===== config.mk =====
export PLATFORM = sky130hd
export DESIGN_NAME = pipeline_divider_stream_ctrl_module
export DESIGN_NICKNAME = d
export VERILOG_FILES = /design/src/rtl/pipeline_divider_stream_ctrl_module.sv
export SDC_FILE = /design/constraint.sdc
export NUM_CORES = 1
export LEC_CHECK = 0
export CORE_MARGIN = 2
export CORE_UTILIZATION = 55
export CTS_BUF_LIST = sky130_fd_sc_hd__clkbuf_8
export DETAILED_ROUTE_END_ITERATION = 16
export HOLD_SLACK_MARGIN = 0.12
export PLACE_DENSITY = 0.82
export SLEW_MARGIN = 25
export SYNTH_ARGS = -nofsm -noshare
export SYNTH_HDL_FRONTEND = slang
export SYNTH_SLANG_ARGS = --single-unit

===== constraint.sdc =====
create_clock -name clk -period 4.3 [get_ports clk]
set_input_delay 0.86 -clock clk [delete_from_list [all_inputs] [get_ports clk]]
set_output_delay 0.86 -clock clk [all_outputs]
set_load 0.1 [all_outputs]

===== src/rtl/pipeline_divider_stream_ctrl_module.sv =====
// Valid/ready wrapper around a fixed-latency 8-bit signed divider core.
// Tags ride alongside the core; results land in a FWFT FIFO that credit-based issue keeps from overflowing.
module pipeline_divider_stream_ctrl_module #(
    parameter int LATENCY    = 10,
    parameter int FIFO_DEPTH = 16
) (
    input  logic       clk,
    input  logic       rst_n,
    input  logic       in_valid,
    output logic       in_ready,
    input  logic [7:0] in_dividend,
    input  logic [7:0] in_divisor,
    output logic [7:0] div_dividend,
    output logic [7:0] div_divisor,
    input  logic [7:0] div_quotient,
    input  logic [7:0] div_reminder,
    output logic       out_valid,
    input  logic       out_ready,
    output logic [7:0] out_quotient,
    output logic [7:0] out_reminder,
    output logic       out_div0,
    output logic       busy
);
    localparam int CW = $clog2(FIFO_DEPTH + 1);
    localparam int PW = (FIFO_DEPTH > 1) ? $clog2(FIFO_DEPTH) : 1;

    typedef struct packed {
        logic       div0;
        logic [7:0] dvd;
    } tag_t;

    typedef struct packed {
        logic       div0;
        logic [7:0] quot;
        logic [7:0] rem;
    } result_t;

    logic [LATENCY-1:0] vld_pipe;
    tag_t               tag_pipe [LATENCY];
    result_t            mem [FIFO_DEPTH];
    result_t            wr_data;
    result_t            head;
    logic [CW-1:0]      credit;
    logic [CW-1:0]      fifo_count;
    logic [PW-1:0]      wr_ptr;
    logic [PW-1:0]      rd_ptr;
    logic               accept;
    logic               push;
    logic               pop;

    // Credit covers tags in flight plus buffered entries, so every issued op has a FIFO slot.
    assign in_ready  = rst_n && (credit < CW'(FIFO_DEPTH));
    assign accept    = in_valid && in_ready;
    assign out_valid = (fifo_count != '0);
    assign pop       = out_valid && out_ready;
    assign push      = vld_pipe[LATENCY-1];
    assign busy      = (credit != '0);

    always_ff @(posedge clk or negedge rst_n) begin
        if (!rst_n) begin
            div_dividend <= '0;
            div_divisor  <= '0;
        end else if (accept) begin
            div_dividend <= in_dividend;
            div_divisor  <= in_divisor;
        end
    end

    always_ff @(posedge clk or negedge rst_n) begin
        if (!rst_n) begin
            vld_pipe <= '0;
            for (int i = 0; i < LATENCY; i++) tag_pipe[i] <= '0;
        end else begin
            vld_pipe[0]      <= accept;
            tag_pipe[0].div0 <= (in_divisor == 8'd0);
            tag_pipe[0].dvd  <= in_dividend;
            for (int i = 1; i < LATENCY; i++) begin
                vld_pipe[i] <= vld_pipe[i-1];
                tag_pipe[i] <= tag_pipe[i-1];
            end
        end
    end

    // Divide-by-zero results come from the tag, never from the core.
    always_comb begin
        wr_data = '0;
        if (tag_pipe[LATENCY-1].div0) begin
            wr_data.div0 = 1'b1;
            wr_data.quot = 8'h00;
            wr_data.rem  = tag_pipe[LATENCY-1].dvd;
        end else begin
            wr_data.div0 = 1'b0;
            wr_data.quot = div_quotient;
            wr_data.rem  = div_reminder;
        end
    end

    always_ff @(posedge clk) begin
        if (push) mem[wr_ptr] <= wr_data;
    end

    always_ff @(posedge clk or negedge rst_n) begin
        if (!rst_n) begin
            wr_ptr     <= '0;
            rd_ptr     <= '0;
            fifo_count <= '0;
            credit     <= '0;
        end else begin
            if (push) wr_ptr <= (wr_ptr == PW'(FIFO_DEPTH - 1)) ? '0 : wr_ptr + PW'(1);
            if (pop)  rd_ptr <= (rd_ptr == PW'(FIFO_DEPTH - 1)) ? '0 : rd_ptr + PW'(1);
            case ({push, pop})
                2'b10:   fifo_count <= fifo_count + CW'(1);
                2'b01:   fifo_count <= fifo_count - CW'(1);
                default: fifo_count <= fifo_count;
            endcase
            case ({accept, pop})
                2'b10:   credit <= credit + CW'(1);
                2'b01:   credit <= credit - CW'(1);
                default: credit <= credit;
            endcase
        end
    end

    assign head         = mem[rd_ptr];
    assign out_quotient = out_valid ? head.quot : 8'h00;
    assign out_reminder = out_valid ? head.rem  : 8'h00;
    assign out_div0     = out_valid ? head.div0 : 1'b0;

endmodule


Word level (Yosys, flattened, before mapping)
Memory sizes are Yosys's and may differ from the RTL's.
Cells that the tools add are included.

cells by class
  equality and inequality tests = 6
  reduce and logical (&&, ||, !) cells = 8
  $add $sub $neg = 6
  multiplexer cells = 10
  $lt $le $gt $ge = 1

operator list
  kind                                              number
  case mux 5 bit (2 select lines)                   2
  two-way mux 17 bit                                1
  two-way mux 8 bit                                 2
  adder 5 x 1 -> 5 bit, second input constant       2
  nonzero test 5 bit                                2
  subtractor 5 x 1 -> 5 bit, second input constant  2
  adder 4 x 1 -> 4 bit, second input constant       2
  == test 4 bit, second input constant              2
  zero test 8 bit                                   1
  two-way mux 4 bit                                 2
  < comparator 5 bit, second input constant         1
  == test 2 x 1 -> 1 bit, second input constant     2
  == test 2 bit, second input constant              2
  nonzero test 2 bit                                2
  logical AND 1 bit                                 3
  two-way mux 1 bit                                 3

storage, ports and cells
  memories = 1
  memory bits (writable) = 272
  flip-flop bits (word level) = 134
  bits of input ports = 36

memories
  memory  words  bits a word  read ports  clocked after Yosys merged registers in  wr ports  line  source
  mem     16     17           1           0                                        1         40    result_t mem [FIFO_DEPTH];

Logic depth before layout (Yosys ltp)
Gate-level depths: netlist (run 1).

  depth in word-level cells = 5
  mapped depth = 14

Worst setup path after synthesis (run 1)
No wires, ideal clock.

  path type = input -> register
  start = input rst_n
  end = register credit[4]
  stages = 11
  arrival time = 4508 ps
  buffers on the path = 2
  data required time = 4221 ps
  slack = -287 ps
  cells stage by stage = nor2b_1 nand2_1 clkbuf_1 ha_1 clkbuf_1 xor2_1 ha_1 o21a_1 o21a_1 o32ai_1 xor2_1

on the way
  cells in the longest elaborated chain, start to end = 4
  elaborated cells on any way between the ends = 6

RTL lines
  item                                                                   line  source
  start, declared                                                        8     input logic rst_n,
  logical AND 1 bit (*)                                                  52    assign in_ready = rst_n && (credit < CW'(FIFO_DEPTH));
  logical AND 1 bit (*)                                                  53    assign accept = in_valid && in_ready;
  == test 2 x 1 -> 1 bit or == test 2 bit (tied branches)                116   case ({accept, pop})
  case mux 5 bit (2 select lines) or nonzero test 2 bit (tied branches)  n/a
  end signal, assigned                                                   117   2'b10: credit <= credit + CW'(1);
  end signal, assigned                                                   118   2'b01: credit <= credit - CW'(1);
  end signal, assigned                                                   119   default: credit <= credit;
  end, declared                                                          43    logic [CW-1:0] credit;

Every way passes the cells marked *; elsewhere a longest branch is shown, timed or not.
A chain may end at the register's enable or synchronous reset.

Final worst setup path (run 1)
  start = register fifo_count[2]
  end = output out_valid

on the way
  cells in the longest elaborated chain, start to end = 1

RTL lines
  item                    line  source
  start, declared         44    logic [CW-1:0] fifo_count;
  start signal, assigned  112   2'b10: fifo_count <= fifo_count + CW'(1);
  start signal, assigned  113   2'b01: fifo_count <= fifo_count - CW'(1);
  start signal, assigned  114   default: fifo_count <= fifo_count;
  nonzero test 5 bit      54    assign out_valid = (fifo_count != '0);
  end, declared           17    output logic out_valid,

Every way passes these cells.

==> flow_summary.yaml, run 1 <==
worst_setup_path:
  crit_path_start_kind: "flip-flop"
  critPathMaxFanout: 8
  r2r_slack_ns: 0.93
  critical_path_required_ns: 3.44
  critical_path_arrival_ns: 2.97
  crit_start: "fifo_count[2]"
  r2r-start: "fifo_count[2]"
  reg2reg_to: "fifo_count[4]"
  endpoint: "out_valid"
  setup.worst_path.class: "reg2out"
  endpoint_kind: "output pin"
  reg2reg_depth: 10
timing:
  period_minus_slack_ns: 3.83
  setup_viol: 0
  hold-worst-slack_ns: 0.338
  worstMarginPinSlew_ns: 1.01
  drv_slew: 0
  tns_ns: 0
  timing.final.crit_share_pct: 89.2
  grt_setup_unrepaired: "false"
  slew_headroom_pct: 32.8
  final.setup_skew_ns: 0.0270
  hold_viol_final: 0
  max_freq_mhz: 261
cells_and_area:
  fillers: 1757
  finish.net_count: 880
  layout_common_cells: "edfxtp_1 (272), dfrtp_1 (131), mux4_2 (68)"
  syn2layout_area_growth_pct: 14.8
  final_cell_area_sq_um: 17100
  final_common_cell: "edfxtp_1"
  drive_above_1_share_pct: 26.1
drt:
  avgRoutedWirePerCell_um: 22.3
  drc: 0
  dr.pass1.iters: 5
  vias_per_cell: 5.79
  postRouteAntennaNets: 0
  routed_wl_um: 27200
  drtIter0Drc: 810
  dr_total_vias: 7054
floorplan:
  die_x_um: 169
  start_util_pct: 55.7
  row_count: 60
  core-area_sq_um: 26800
  die_area_sq_um: 28500
  io-pin-count: 72
  die-height_um: 169
placement:
  dpl_cell_area_sq_um: 16000
  hpwlAfterDp_um: 14900
  io_buffers: 71
  gp_congestion: 0.719
global_route:
  grt_overflow: 0
  grt_max_degree: 78
  grt_antenna_before_repair: 1
  grt_pass1_wl_um: 41900
  grt_usage_pct: 19.8
  grt_pass1_vias: 7342
logic_synthesis:
  ys_async_sr_fraction_pct: 33.0
  avgSynthCellArea_sq_um: 20.7
  synth_seq_area_share_pct: 77.2
  synth.ff_latch_count: 406
  synth_edf_count: 272
  synth_cell_types: 47
  ys.flop_type: "edfxtp_1"
  synth_warnings: 0
  synth_nets: 771
  synthCells: 722
  synth_area_sq_um: 14900
pwr:
  finalPower_mw: 12.1
  internal_power_mw: 7.48
  netSwitchingPower_mw: 4.59
  swShare_pct: 38.0
  peakVddDrop_uv: 581
  p_comb_share_pct: 36.1
  power_leakage_nw: 6.25
  power.density_nw_per_um2: 705
  clkPwrFrac_pct: 24.2
  seqPwrFrac_pct: 39.8
clock_tree:
  clock-sinks: 406
  clk_pin_slew_ns: 0.06
  cts_hold_buffers: 0
  root_buffer: "clkbuf_8"
  clk_latency_ns: 0.58
  postCtsSetupBuffers: 0
  cts_resized: 0
  cts_tree: "yes"
  ctsHtreeMaxLevel: 2
  clock_path_buffers: 3
  numCtsBuffers: 59
flow_run:
  maxCapViolCount: 0
run_status:
  status: "finished clean"
hold_path:
  hold_path.class: "reg2reg"
==> how the worst min path moves through the flow <==
| stage | slack (ns) | endpoint | cells after the start | from |
|---|---|---|---|---|
| after floorplan | 0.33 | tag_pipe[0] | 0 | tag_pipe[9] |
| after global placement | 0.33 | tag_pipe[80] | 0 | tag_pipe[89] |
| after detailed placement | 0.33 | tag_pipe[49] | 0 | tag_pipe[58] |
| after CTS | 0.34 | tag_pipe[28] | 0 | tag_pipe[37] |
| after global routing | 0.35 | tag_pipe[76] | 0 | tag_pipe[85] |
| final | 0.34 | tag_pipe[59] | 0 | tag_pipe[68] |
==> registers in the layout (all words and copies together) (netlist names) <==
name	cells
credit	5
div_dividend	8
div_divisor	8
fifo_count	5
mem	272
rd_ptr	4
tag_pipe	90
vld_pipe	10
wr_ptr	4
==> kinds of logic (layout without fill, tap and decap cells) <==
logic type	count (synthesis)	in the layout	synth area share (%)
flops	406	406	77.2
mux	130	130	14.7
simple gates	74	74	2.92
compound gates	44	44	1.89
buf+inv	42	197	1.44
fa+ha+maj	13	13	1.09
xor+xnor	13	13	0.763
other cells	0	1	0
==> power by group through the flow <==
stage	clock network, mW	logic [mW]	registers [mW]
global route	3.16	4.56	4.84
CTS	2.98	4.39	4.80
detailed placement	0	4.38	4.87
floorplan	0	3.07	5.22
finish	2.92	4.35	4.80
global placement	0	4.31	4.85
==> layout make-up <==
cell class	instances	area, sq um	area share (%)
Antenna cell	1	2.50	0.0146
Inverter	6	22.5	0.131
Sequential cell	406	11500	67.3
Multi-Input combinational cell	274	3200	18.7
Timing Repair Buffer	84	806	4.70
Tap cell	341	427	2.49
Clock buffer	64	881	5.14
Clock inverter	43	258	1.50
==> cell usage after synthesis (10+ instances only) <==
| cell | instances | area [sq um] |
|---|---|---|
| mux2_2 | 28 | 315 |
| o22ai_1 | 16 | 100 |
| nor2b_1 | 11 | 68.8 |
| ha_1 | 13 | 163 |
| dfrtp_1 | 134 | 3350 |
| edfxtp_1 | 272 | 8170 |
| mux4_2 | 68 | 1530 |
| clkbuf_1 | 20 | 75.1 |
| buf_2 | 10 | 50.1 |
| nand2_1 | 11 | 41.3 |
| mux2i_1 | 34 | 340 |
| and2_1 | 12 | 75.1 |
==> metal layers <==
layer	share of wire, %	wire length [um]	global-route usage, %
met1	41	11200	27.9
met2	49	13400	31.3
met4	2.1	566	7.31
met5	0	0	0
met3	7.4	2010	4.02
==> through the flow <==
stage	instances	utilization, %	setup slack [ns]
final	1219	63.9	0.465
after CTS	1218	63.9	0.436
after floorplan	722	-	0.386
after global routing	1218	63.9	0.371
after global placement	1111	59.6	1.04
after detailed placement	1111	59.6	0.917
==> worst max-delay path, stage by stage (launching register included) <==
cell and delay, ns:
dfrtp_1 0.47, or4_4 0.57, or2_1 0.33, clkdlybuf4s50_1 1.03
Power figures use the tool's default switching activity.
==> run 2, diff against run 1 <==
- MAX_ROUTING_LAYER: unset -> met4
==> run 2 against run 1 <==
  * Register-to-register slack worse by 0.02 ns
  * Clock skew up 0.0034 ns
  * Die area unchanged
  * Cell count about the same
  * Sequential power about the same
  * Via count up 0.16%
  * Final area about the same
  * Critical path depth unchanged
==> flow_summary.yaml, run 2 (synthesis results as in run 1) <==
run_status:
  status: "finished clean"
pwr:
  p_comb_share_pct: 36.1
  seqPwrFrac_pct: 39.7
  power_leakage_nw: 6.25
  power.density_nw_per_um2: 705
  finalPower_mw: 12.1
  netSwitchingPower_mw: 4.60
  peakVddDrop_uv: 567
  swShare_pct: 38.1
  clkPwrFrac_pct: 24.2
  internal_power_mw: 7.48
drt:
  postRouteAntennaNets: 0
  dr_total_vias: 7065
  routed_wl_um: 27400
  drc: 0
  avgRoutedWirePerCell_um: 22.5
  drtIter0Drc: 763
  dr.pass1.iters: 5
  vias_per_cell: 5.79
placement:
  gp_congestion: 0.730
  post-place-ws_ns: 0.917
  hpwlAfterDp_um: 14900
  io_buffers: 71
  placed_cells: 1111
global_route:
  grt_pass1_vias: 7346
  grt_antenna_before_repair: 1
  grt_overflow: 0
  grt_pass1_wl_um: 41800
  grt_usage_pct: 20.4
  grt_max_degree: 78
cells_and_area:
  largest_register_ffs: 272
  final_common_cell: "edfxtp_1"
  layout_common_cells: "edfxtp_1 (272), dfrtp_1 (131), mux4_2 (68)"
  final_util_pct: 63.9
  fillers: 1757
  syn2layout_area_growth_pct: 14.8
  multi_input_area_sq_um: 3200
  regMostFlops: "mem"
  drive_above_1_share_pct: 26.1
  finish.net_count: 880
  reg_top3: "mem x272, tag_pipe x90, vld_pipe x10"
  ff_latch_area_sq_um: 11500
  instances_no_fill: 1220
worst_setup_path:
  reg2reg_depth: 10
  critPathMaxFanout: 8
  critical_path_required_ns: 3.44
  crit_path_start_kind: "flip-flop"
  critical_path_arrival_ns: 2.97
  r2r-start: "fifo_count[2]"
  reg2reg_to: "fifo_count[4]"
  setup.worst_path.class: "reg2out"
  endpoint_kind: "output pin"
  r2r_slack_ns: 0.91
floorplan:
  die_x_um: 169
  io-pin-count: 72
  core-area_sq_um: 26800
  die-height_um: 169
  row_count: 60
  start_util_pct: 55.7
  die_area_sq_um: 28500
clock_tree:
  clock_path_buffers: 3
  root_buffer: "clkbuf_8"
  numCtsBuffers: 59
  clk_latency_ns: 0.58
  clk_pin_slew_ns: 0.06
  ctsHtreeMaxLevel: 2
  cts_resized: 0
  postCtsSetupBuffers: 0
  cts_tree: "yes"
  cts_hold_buffers: 0
  clock-sinks: 406
hold_path:
  holdPathStages: 0
  hold_end: "tag_pipe[28]"
  hold_path.class: "reg2reg"
  min_from: "tag_pipe[37]"
timing:
  tns_ns: 0
  worstMarginPinSlew_ns: 1.01
  grt_setup_unrepaired: "false"
  max_freq_mhz: 261
  drv_slew: 0
  layout_setup_ws_ns: 0.470
  final.setup_skew_ns: 0.0304
  timing.final.crit_share_pct: 89.1
  setup_viol: 0
  slew_headroom_pct: 32.5
  hold_viol_final: 0
  period_minus_slack_ns: 3.83
flow_run:
  maxCapViolCount: 0
run 2: per-stage QoR:
step                      hold slack [ns]  cell area [sq um]
after CTS                           0.343              17100
final                               0.339              17100
after floorplan                     0.331              14900
after global routing                0.345              17100
after global placement              0.333              16000
after detailed placement            0.335              16000
run 2: critical path, stage by stage, from the launching register on:
cell and delay [ns]:
dfrtp_1 0.47, or4_4 0.56, or2_1 0.33, clkdlybuf4s50_1 1.03
run 2: final cells by class:
type,instances,area share (%)
Timing Repair Buffer,84,4.70
Inverter,6,0.131
Clock inverter,43,1.50
Antenna cell,2,0.0292
Clock buffer,64,5.14
Tap cell,341,2.49
Multi-Input combinational cell,274,18.7
Sequential cell,406,67.3
run 2: worst max-delay path by stage:
stage	to	start	slack, ns
after global routing	out_reminder[6]	rd_ptr[0]	0.37
final	out_valid	fifo_count[2]	0.47
after CTS	out_valid	fifo_count[2]	0.44
after floorplan	credit[4]	rst_n	0.39
after global placement	fifo_count[4]	out_ready	1.04
after detailed placement	fifo_count[4]	out_ready	0.92
run 2: per-layer routing:
metal  vias up  share of wire (%)  track usage (%)
met2       279                 49             31.4
li1       3061                  -                -
met3        49                7.1             3.72
met1      3676                 41             27.9
met5         -                  0                -
met4         0                2.0             7.31
run 2: power by group through the flow:
stage | Clock (mW) | Sequential [mW] | Combinational, mW
after floorplan | 0 | 5.22 | 3.07
after global placement | 0 | 4.85 | 4.31
after detailed placement | 0 | 4.87 | 4.38
after CTS | 2.98 | 4.80 | 4.39
after global routing | 3.17 | 4.84 | 4.56
final | 2.93 | 4.80 | 4.36
==> run 3, diff against run 2 <==
- GPL_TIMING_DRIVEN: unset -> 0
==> run 3 against run 2 <==
  * Cell count up 2.6%
  * Sequential power is 4% lower
  * Utilization is 0.52 points higher
  * Fmax down 7.2%
  * Critical path type unchanged
  * Largest power group is now combinational logic
==> flow_summary.yaml, run 3 (synthesis results as in run 1) <==
global_route:
  grt_usage_pct: 21.3
  grt_pass1_vias: 7600
  grt_antenna_before_repair: 0
  grt_max_degree: 86
  gr-max-usage-layer: "met2"
  use_met3_pct: 4.14
  grt_use_met1_pct: 28.8
  grt_pass1_wl_um: 43600
  use_met2_pct: 33.4
  grt_overflow: 0
run_status:
  status: "finished clean"
clock_tree:
  cts_hold_buffers: 0
  root_buffer: "clkbuf_8"
  postCtsSetupBuffers: 0
  cts_tree: "yes"
  clk_pin_slew_ns: 0.06
  numCtsBuffers: 60
  ctsHtreeMaxLevel: 2
  clock-sinks: 406
  clk_latency_ns: 0.60
  clock_path_buffers: 3
drt:
  dr.pass1.iters: 5
  drtIter0Drc: 783
  dr_total_vias: 7181
  vias_per_cell: 5.74
  avgRoutedWirePerCell_um: 22.8
  postRouteAntennaNets: 0
  drc: 0
  routed_wl_um: 28600
cells_and_area:
  reg_top3: "mem x272, tag_pipe x90, vld_pipe x10"
  final_util_pct: 64.4
  fillers: 1783
  largest_register_ffs: 272
  drive_above_1_share_pct: 26.1
  finish.net_count: 909
  final_common_cell: "edfxtp_1"
  layout_common_cells: "edfxtp_1 (272), dfrtp_1 (134), mux4_2 (68)"
  regMostFlops: "mem"
  syn2layout_area_growth_pct: 15.8
  antenna_cells: 0
  final_cell_area_sq_um: 17300
timing:
  drv_slew: 0
  setup_viol: 0
  grt_setup_unrepaired: "false"
  hold_viol_final: 0
  hold-worst-slack_ns: 0.169
  max_freq_mhz: 242
  worstMarginPinSlew_ns: 1.10
  slew_headroom_pct: 26.6
  final.setup_skew_ns: 0.0185
  period_minus_slack_ns: 4.13
  timing.final.crit_share_pct: 96.0
pwr:
  netSwitchingPower_mw: 4.74
  clkPwrFrac_pct: 22.8
  peakVddDrop_uv: 577
  power.density_nw_per_um2: 700
  seqPwrFrac_pct: 38.2
  p_comb_share_pct: 39.0
  internal_power_mw: 7.35
  swShare_pct: 39.2
  power_leakage_nw: 6.32
floorplan:
  die_x_um: 169
  io-pin-count: 72
  start_util_pct: 55.7
  core-area_sq_um: 26800
  die_area_sq_um: 28500
  die-height_um: 169
  row_count: 60
worst_setup_path:
  endpoint_kind: "output pin"
  crit_start: "rd_ptr[0]"
  endpoint: "out_quotient[3]"
  critPathMaxFanout: 10
  critical_path_required_ns: 3.44
  setup.worst_path.class: "reg2out"
  reg2reg_to: "fifo_count[4]"
  r2r_slack_ns: 0.72
  critical_path_arrival_ns: 3.27
  r2r-start: "fifo_count[1]"
  reg2reg_depth: 14
  crit_path_start_kind: "flip-flop"
placement:
  hpwlAfterDp_um: 16800
  dpl_cell_area_sq_um: 16100
  io_buffers: 71
  gp_congestion: 0.771
flow_run:
  maxCapViolCount: 0
hold_path:
  hold_path.class: "in2async"
run 3: cell count changes in the layout (fill, tap and decap cells not counted), moves of 4 or more:
cell / delta
buf_4: -25
clkdlybuf4s15_2: +16
clkbuf_1: +15
buf_2: +10
clkbuf_2: +5
clkinv_2: +4
inv_1: +4
run 3: layout make-up:
class,count,area (sq um),share of cell area (%)
multi-input cells,274,3210,18.6
clock inverters,50,216,1.25
inverters,6,22.5,0.130
clock buffers,63,867,5.02
repair buffers,76,805,4.66
plain buffers,36,199,1.15
flip-flops and latches,406,11500,66.7
well taps,341,427,2.47
run 3: power groups by stage:
stage	registers, mW	logic (mW)	clock network, mW
floorplan	5.22	3.07	0
global placement	4.68	4.70	0
detailed placement	4.69	4.78	0
CTS	4.62	4.75	2.83
global route	4.64	4.95	3.01
finish	4.62	4.72	2.76
run 3: through the flow:
step	power, mW	setup slack, ns	TNS, ns	cells
4_1_cts	12.2	0.0348	0	1252
3_5_place_dp	9.47	0.113	0	1139
3_3_place_gp	9.37	-4.33	-430.68	1134
5_1_grt	12.6	0.0273	0	1252
6_report	12.1	0.173	0	1252
2_1_floorplan	8.29	0.386	0	722
run 3: how the worst min path moves through the flow:
stage / endpoint / depth (start not counted) / slack [ns] / from
floorplan: tag_pipe[0] / 0 / 0.33 / tag_pipe[9]
detailed placement: tag_pipe[1] / 0 / 0.33 / tag_pipe[10]
CTS: tag_pipe[61] / 1 / 0.15 / rst_n
global route: credit[3] / 1 / 0.18 / rst_n
finish: credit[0] / 1 / 0.17 / rst_n
global placement: tag_pipe[8] / 0 / 0.33 / tag_pipe[17]
run 3: worst max-delay path, stage by stage (launching register included):
cell             delay, ns
dfrtp_1               0.35
buf_2                 0.23
buf_2                 0.47
mux4_2                0.56
mux2i_1               0.21
o22ai_2               0.11
clkdlybuf4s15_1       0.73
run 3: timing repair:
item,in CTS,in global routing
endpoints found under the hold margin,0,0
endpoints found under the setup margin,17,1
gates resized for setup,54,2
run 3: per-layer routing:
layer  routed length, um  share of wire, %  up-vias
met3                2160               7.6       57
met1               11700                41     3704
met2               14000                49      292
li1                    -                 -     3128
met4                 722               2.5        0
met5                   0                 0        -
